$ cat src/rtl/fifo_ctrl_pkg.sv
// Shared types and helpers for the FIFO pointer controller: Gray conversion
// and depth derivation. Optional feature macro: FIFO_CTRL_ALMOST_EN.
package fifo_ctrl_pkg;

    localparam int DEF_ADDR_W = 4;
    localparam int GRAY_MAX_W = 32;

    typedef logic [DEF_ADDR_W:0] ptr_t;

    // Callers cast to/from GRAY_MAX_W so one function serves every pointer width.
    function automatic logic [GRAY_MAX_W-1:0] bin2gray(input logic [GRAY_MAX_W-1:0] b);
        return b ^ (b >> 1);
    endfunction

    function automatic int depth_of(input int addr_w);
        return 1 << addr_w;
    endfunction

endpackage

$ cat src/rtl/fifo_gray_ptr.sv
// Binary pointer counter with enable and synchronous clear; exports the
// registered binary value and its Gray-coded copy.
module fifo_gray_ptr
    import fifo_ctrl_pkg::*;
#(
    parameter int W = 5
) (
    input  logic         clk,
    input  logic         rst_n,
    input  logic         clr,
    input  logic         en,
    output logic [W-1:0] bin,
    output logic [W-1:0] gray
);

    always_ff @(posedge clk or negedge rst_n) begin
        if (!rst_n) begin
            bin <= '0;
        end else if (clr) begin
            bin <= '0;
        end else if (en) begin
            bin <= bin + W'(1);
        end
    end

    assign gray = W'(bin2gray(GRAY_MAX_W'(bin)));

endmodule

$ cat src/rtl/fifo_ptr_ctrl.sv
// Single-clock FIFO pointer controller driving an external dual-port RAM.
// Optional almost_full/almost_empty flags are built when FIFO_CTRL_ALMOST_EN is defined.
module fifo_ptr_ctrl
    import fifo_ctrl_pkg::*;
#(
    parameter int ADDR_W   = 4,
    parameter int AF_LEVEL = 12,
    parameter int AE_LEVEL = 4
) (
    input  logic              clk,
    input  logic              rst_n,
    input  logic              clr,
    input  logic              wr_en,
    input  logic              rd_en,
    output logic              mem_we,
    output logic [ADDR_W-1:0] mem_waddr,
    output logic [ADDR_W-1:0] mem_raddr,
    output logic              rd_valid,
    output logic              full,
    output logic              empty,
    output logic [ADDR_W:0]   count,
    output logic [ADDR_W:0]   wr_ptr_gray,
    output logic [ADDR_W:0]   rd_ptr_gray,
    output logic              overflow,
    output logic              underflow
`ifdef FIFO_CTRL_ALMOST_EN
    ,
    output logic              almost_full,
    output logic              almost_empty
`endif
);

    localparam int PW = ADDR_W + 1;

    logic [PW-1:0] wr_ptr;
    logic [PW-1:0] rd_ptr;
    logic          push;
    logic          pop;

    // Flags come straight from the registered pointers, so accept decisions
    // always see the state as of the last edge.
    assign empty = (wr_ptr == rd_ptr);
    assign full  = (wr_ptr[ADDR_W] != rd_ptr[ADDR_W]) &&
                   (wr_ptr[ADDR_W-1:0] == rd_ptr[ADDR_W-1:0]);
    assign count = wr_ptr - rd_ptr;

    assign push      = wr_en && !full;
    assign pop       = rd_en && !empty;
    assign mem_we    = push;
    assign mem_waddr = wr_ptr[ADDR_W-1:0];
    assign mem_raddr = rd_ptr[ADDR_W-1:0];

    fifo_gray_ptr #(.W(PW)) u_wr_ptr (
        .clk   (clk),
        .rst_n (rst_n),
        .clr   (clr),
        .en    (push),
        .bin   (wr_ptr),
        .gray  (wr_ptr_gray)
    );

    fifo_gray_ptr #(.W(PW)) u_rd_ptr (
        .clk   (clk),
        .rst_n (rst_n),
        .clr   (clr),
        .en    (pop),
        .bin   (rd_ptr),
        .gray  (rd_ptr_gray)
    );

    always_ff @(posedge clk or negedge rst_n) begin
        if (!rst_n) begin
            rd_valid  <= 1'b0;
            overflow  <= 1'b0;
            underflow <= 1'b0;
        end else if (clr) begin
            rd_valid  <= 1'b0;
            overflow  <= 1'b0;
            underflow <= 1'b0;
        end else begin
            rd_valid <= pop;
            if (wr_en && full) overflow <= 1'b1;
            if (rd_en && empty) underflow <= 1'b1;
        end
    end

`ifdef FIFO_CTRL_ALMOST_EN
    logic [PW-1:0] count_nxt;

    // Thresholds are evaluated on the post-edge occupancy so the flags line up with count.
    assign count_nxt = clr ? '0 : (count + PW'(push) - PW'(pop));

    always_ff @(posedge clk or negedge rst_n) begin
        if (!rst_n) begin
            almost_full  <= 1'b0;
            almost_empty <= 1'b1;
        end else begin
            almost_full  <= (count_nxt >= PW'(AF_LEVEL));
            almost_empty <= (count_nxt <= PW'(AE_LEVEL));
        end
    end
`endif

endmodule
$ cat config.mk
export PLATFORM = sky130hd
export DESIGN_NAME = fifo_ptr_ctrl
export DESIGN_NICKNAME = d
export VERILOG_FILES = /design/src/rtl/fifo_ctrl_pkg.sv /design/src/rtl/fifo_gray_ptr.sv /design/src/rtl/fifo_ptr_ctrl.sv
export SDC_FILE = /design/constraint.sdc
export NUM_CORES = 1
export LEC_CHECK = 0
export ABC_AREA = 1
export CORE_UTILIZATION = 35
export CTS_BUF_LIST = sky130_fd_sc_hd__clkbuf_8 sky130_fd_sc_hd__clkbuf_16
export CTS_CLUSTER_DIAMETER = 30
export DETAILED_ROUTE_END_ITERATION = 16
export DONT_BUFFER_PORTS = 1
export PLACE_DENSITY = 0.58
export SYNTH_ARGS = -nofsm -noshare
export SYNTH_HDL_FRONTEND = slang
export SYNTH_SLANG_ARGS = --single-unit
$ cat constraint.sdc
create_clock -name clk -period 2 [get_ports clk]
set_input_delay 0.2 -clock clk [delete_from_list [all_inputs] [get_ports clk]]
set_output_delay 0.2 -clock clk [all_outputs]
set_load 0.02 [all_outputs]
== Yosys cells after proc, flatten, opt, wreduce, memory -nomap -nowiden ==
Cells that the tools add are included.
Widths: inputs -> output; s select.

* Output and inout bits: 29
* Register bits: 13
* Logic and storage cells: 33
* Input port bits: 5

* Muxes and demuxes: 9
* $add $sub $neg: 3
* Equal/unequal tests: 3
* Reduce and logical (&&, ||, !) cells: 11
* Bitwise operators: 2

{| class="wikitable"
|+ Operators with widths
! kind !! count
|-
| $mux 5 || 4
|-
| $add 5x1->5 const B || 2
|-
| $xor 5x4->5 || 2
|-
| $reduce_bool 2->1 || 4
|-
| $eq 5x5->1 || 1
|-
| $logic_and 1x1->1 || 5
|-
| $mux 1 || 5
|-
| $sub 5x5->5 || 1
|-
| $eq 4x4->1 || 1
|-
| $logic_not 1->1 || 2
|-
| $ne 1x1->1 || 1
|}

== Depth between registers and ports, before layout ==
Gate-level depths: netlist (run 1).

* Depth after elaboration: 6
* Gate-level depth with buffers: 8
* Gate-level depth less buffers: 8

== Modules after synthesis ==
From an unflattened synthesis (run 1), not the netlist that was laid out.

* Cell total of the unflattened synthesis: 120
* Area, all modules: 934.6 sq um

{| class="wikitable"
|+ Modules (own cells, without submodules)
! module !! sequential area each (sq um) !! times used !! area an instance (sq um) !! cells each
|-
| fifo_gray_ptr || 125.1 || 2 || 294.0 || 36
|-
| fifo_ptr_ctrl || 75.1 || 1 || 346.6 || 48
|}

== Worst setup path after synthesis (run 1) ==
OpenSTA, ideal clock, no wires.

* Path type: reg-to-output
* From: reg u_wr_ptr.bin[0]
* To: out count[4]
* Setup slack: 159 ps
* Stages on the path, launching flop included: 8
* Data required time: 1800 ps
* Path buffers: 0
* Data arrival time: 1641 ps
* Cells stage by stage: dfrtp_1 > inv_1 > ha_1 > inv_1 > fa_1 > nand3_1 > nand2_1 > xor2_1

* Longest elaborated chain between the ends: 1

{| class="wikitable"
|+ Ends and longest elaborated chain
! item !! RTL line !! text
|-
| start: declaration || fifo_gray_ptr.sv:12 || <nowiki>output logic [W-1:0] bin,</nowiki>
|-
| start signal: assignment || fifo_gray_ptr.sv:22 || <nowiki>bin <= bin + W'(1);</nowiki>
|-
| $sub 5x5->5 || fifo_ptr_ctrl.sv:45 || <nowiki>assign count = wr_ptr - rd_ptr;</nowiki>
|-
| end: declaration || fifo_ptr_ctrl.sv:21 || <nowiki>output logic [ADDR_W:0] count,</nowiki>
|}

No other way between the ends.

== Worst setup path after layout (run 1) ==
Same ends and word-level chain as after synthesis.

==> results of run 1 <==
## per-layer routing
metal	up-vias	share of wire, %
li1	449	-
met1	424	43
met2	31	50
met3	2	6.3
met4	0	0.88
met5	-	0
## worst max-delay path: stages (launching register included)
cell and delay [ns]:
dfrtp_1 0.37, inv_1 0.08, ha_1 0.14, inv_1 0.05, fa_1 0.39, nand3_1 0.08
nand2_1 0.07, xor2_1 0.14, buf_4 0.16
## state kept, by name, summed over array words and instances (netlist names)
name / count
u_wr_ptr.bin: 5
rd_valid: 1
u_rd_ptr.bin: 5
overflow: 1
underflow: 1
## cell usage in the layout, fill, tap and decap left out, types with 2 or more instances in the layout
master         count
nand2_1           34
inv_1             20
nand3_1           16
dfrtp_1           11
nand4_1           10
ha_1              10
buf_4              8
nand2_2            4
xor2_1             4
nor2_1             4
nand2_4            4
a21oi_1            3
clkbuf_8           3
dlygate4sd3_1      3
dfrtp_2            2
## worst min path at each step
stage / startpoint / to / slack, ns / cells past startpoint
3_5_place_dp: rst_n / u_wr_ptr.bin[4] / -0.1 / 0
6_report: rd_en / u_rd_ptr.bin[1] / 0.10 / 2
3_3_place_gp: rst_n / overflow / -0.1 / 0
2_1_floorplan: rst_n / overflow / -0.1 / 0
5_1_grt: rd_en / u_rd_ptr.bin[0] / 0.10 / 2
4_1_cts: clr / overflow / 0.002 / 1
## cell type report
type	instances	area (sq um)
clock buffers	3	41.3
clock inverters	1	5.00
fillers	281	1560
inverters	21	78.8
multi-input cells	94	596
flip-flops and latches	13	328
well taps	31	38.8
repair buffers	11	90.1
## stage by stage
step,std cells,instance area (sq um),hold WS [ns],total power [mW],setup WS (ns)
after floorplan,130,1010,-0.0956,0.529,0.159
after global placement,167,1100,-0.0952,0.581,0.294
after CTS,172,1150,0.00223,0.835,0.0351
after global routing,174,1180,0.101,0.883,-0.0339
after detailed placement,167,1100,-0.0953,0.586,0.226
final,174,1180,0.103,0.831,0.0697
## logic make-up after synthesis
logic type | Yosys count | synth area share (%)
DFF | 13 | 32.3
xor gates and xnor gates | 4 | 3.47
and+or+nand+nor | 74 | 38.0
buffers and inverters | 23 | 8.93
adders and majority gates | 11 | 14.4
AOI/OAI and AO/OA | 5 | 2.98
## what timing repair did
item | CTS | global route
endpoints found under the setup margin | 5 | 5
resized for setup | 1 | 2
gates cloned | 0 | 0
hold buffers | 1 | 2
hold endpoints to repair | 13 | 2
## where the power goes
| group | internal [mW] | leakage [nW] | switching, mW |
|---|---|---|---|
| Sequential | 0.278 | 0.175 | 0.0231 |
| Clock | 0.138 | 0.0255 | 0.0992 |
| Combinational | 0.0918 | 0.484 | 0.202 |
| Total | 0.507 | 0.685 | 0.324 |
==> results.toml, run 1 <==
[status]
status = "completed"

[power_and_ir_drop]
p_leak_nw = 0.685
ir_drop_uv = 465
p_per_area_nw_per_um2 = 706

[cells_and_area]
finish.utilization_pct = 43.1
drive_above_1_share_pct = 17.5
nets = 160
areaGrowthSynthToFinish_pct = 16.7
n_antenna_cell = 0

[logic_synthesis]
synth_nets = 146
synth-seq-cells = 13
synth_area_leader_cell = "dfrtp_1"
syn_area_per_cell_sq_um = 7.76
post-synth-top-area-fraction_pct = 32.3
synth.top_cells.by_count = "nand2_1, inv_1, nand3_1"
yosys-top-cells-area = "dfrtp_1, nand2_1, ha_1"
synth_edf_count = 0
ys_seq_area_share_pct = 32.3
synth_async_sr_flop_share_pct = 100
yosys_warnings = 0
synth-main-ff-cell = "dfrtp_1"
synthDistinctLibCells = 19
yosysMostFrequentCell = "nand2_1"
synth.cell_area_sq_um = 1010
synthCells = 130

[worst_setup_path]
r2r_start = "u_rd_ptr.bin[1]"
worstReg2RegEnd = "u_wr_ptr.bin[2]"
critical_path_peak_fanout = 2
worst_setup_path_start_kind = "flop"
crit_path_start = "u_wr_ptr.bin[0]"
arrival_ns = 1.73
crit_type = "reg -> out"
critPathRequiredTime_ns = 1.80
reg2reg_setup_slack_ns = 0.41
critPathCaptureType = "output port"
setup.worst_path.end = "count[4]"
worstRegToRegCells = 8

[cts]
cts_made_buffers = 3
cts_root_buf = "clkbuf_8"
cts_sinks = 13
clk_pin_slew_worst_paths_ns = 0.06
cts_setup_buffers = 0
cts_tree = "done"
cts-htree-levels = 1
clock_path_buffers = 2
clock_latency_ns = 0.25

[routing]
antenna_left = 0
postRouteWirelength_um = 2390
drt_iter0_drc = 59
first_pass_iters = 4
routed_via_density = 5.21
wl_per_cell_um = 13.7
route.detailed.drc = 0
vias = 906

[global_route]
grt_max_degree = 21
grt_pass1_vias = 865
met2_usage_pct = 29.3
grt_remaining_overflow = 0
grtUsageMet1_pct = 19.4
antenna_found_initial = 0
grt.total_usage_pct = 16.4
grt_first_pass_wirelength_um = 4060
grt_busiest_layer = "met2"
use_met3_pct = 4.88

[sta]
fmax_mhz = 518
fin_skew_ns = 0.00771
slew_headroom_pct = 59.3
slew_violations = 0
rsz0062_at_grt = "true"
post-route-min-period_ns = 1.93
finalCritPeriodShare_pct = 96.5
setup_violations = 0
finalSetupTns_ns = 0
hold_viol_final = 0
tightest_slew_ns = 0.609

[placed_design]
finalWeightedCongestion = 0.763
hpwlAfterDp_um = 1860
port_buffers = 0

[flow_run]
cap_violations = 0

[floorplan]
die_w_um = 55.7
die-area_sq_um = 3100
ios = 34
core_sq_um = 2730
initial_core_util_pct = 36.9
die_y_um = 55.7
placementRows = 19

[hold_path]
hp-class = "in -> reg"
Note: power is estimated with default switching activity, not from simulation.
==> run 2, diff against run 1 <==
Settings changed: CAP_MARGIN set to 20.
==> results of run 2 <==
The final DEF is identical to that of run 1; final timing and power are the same.
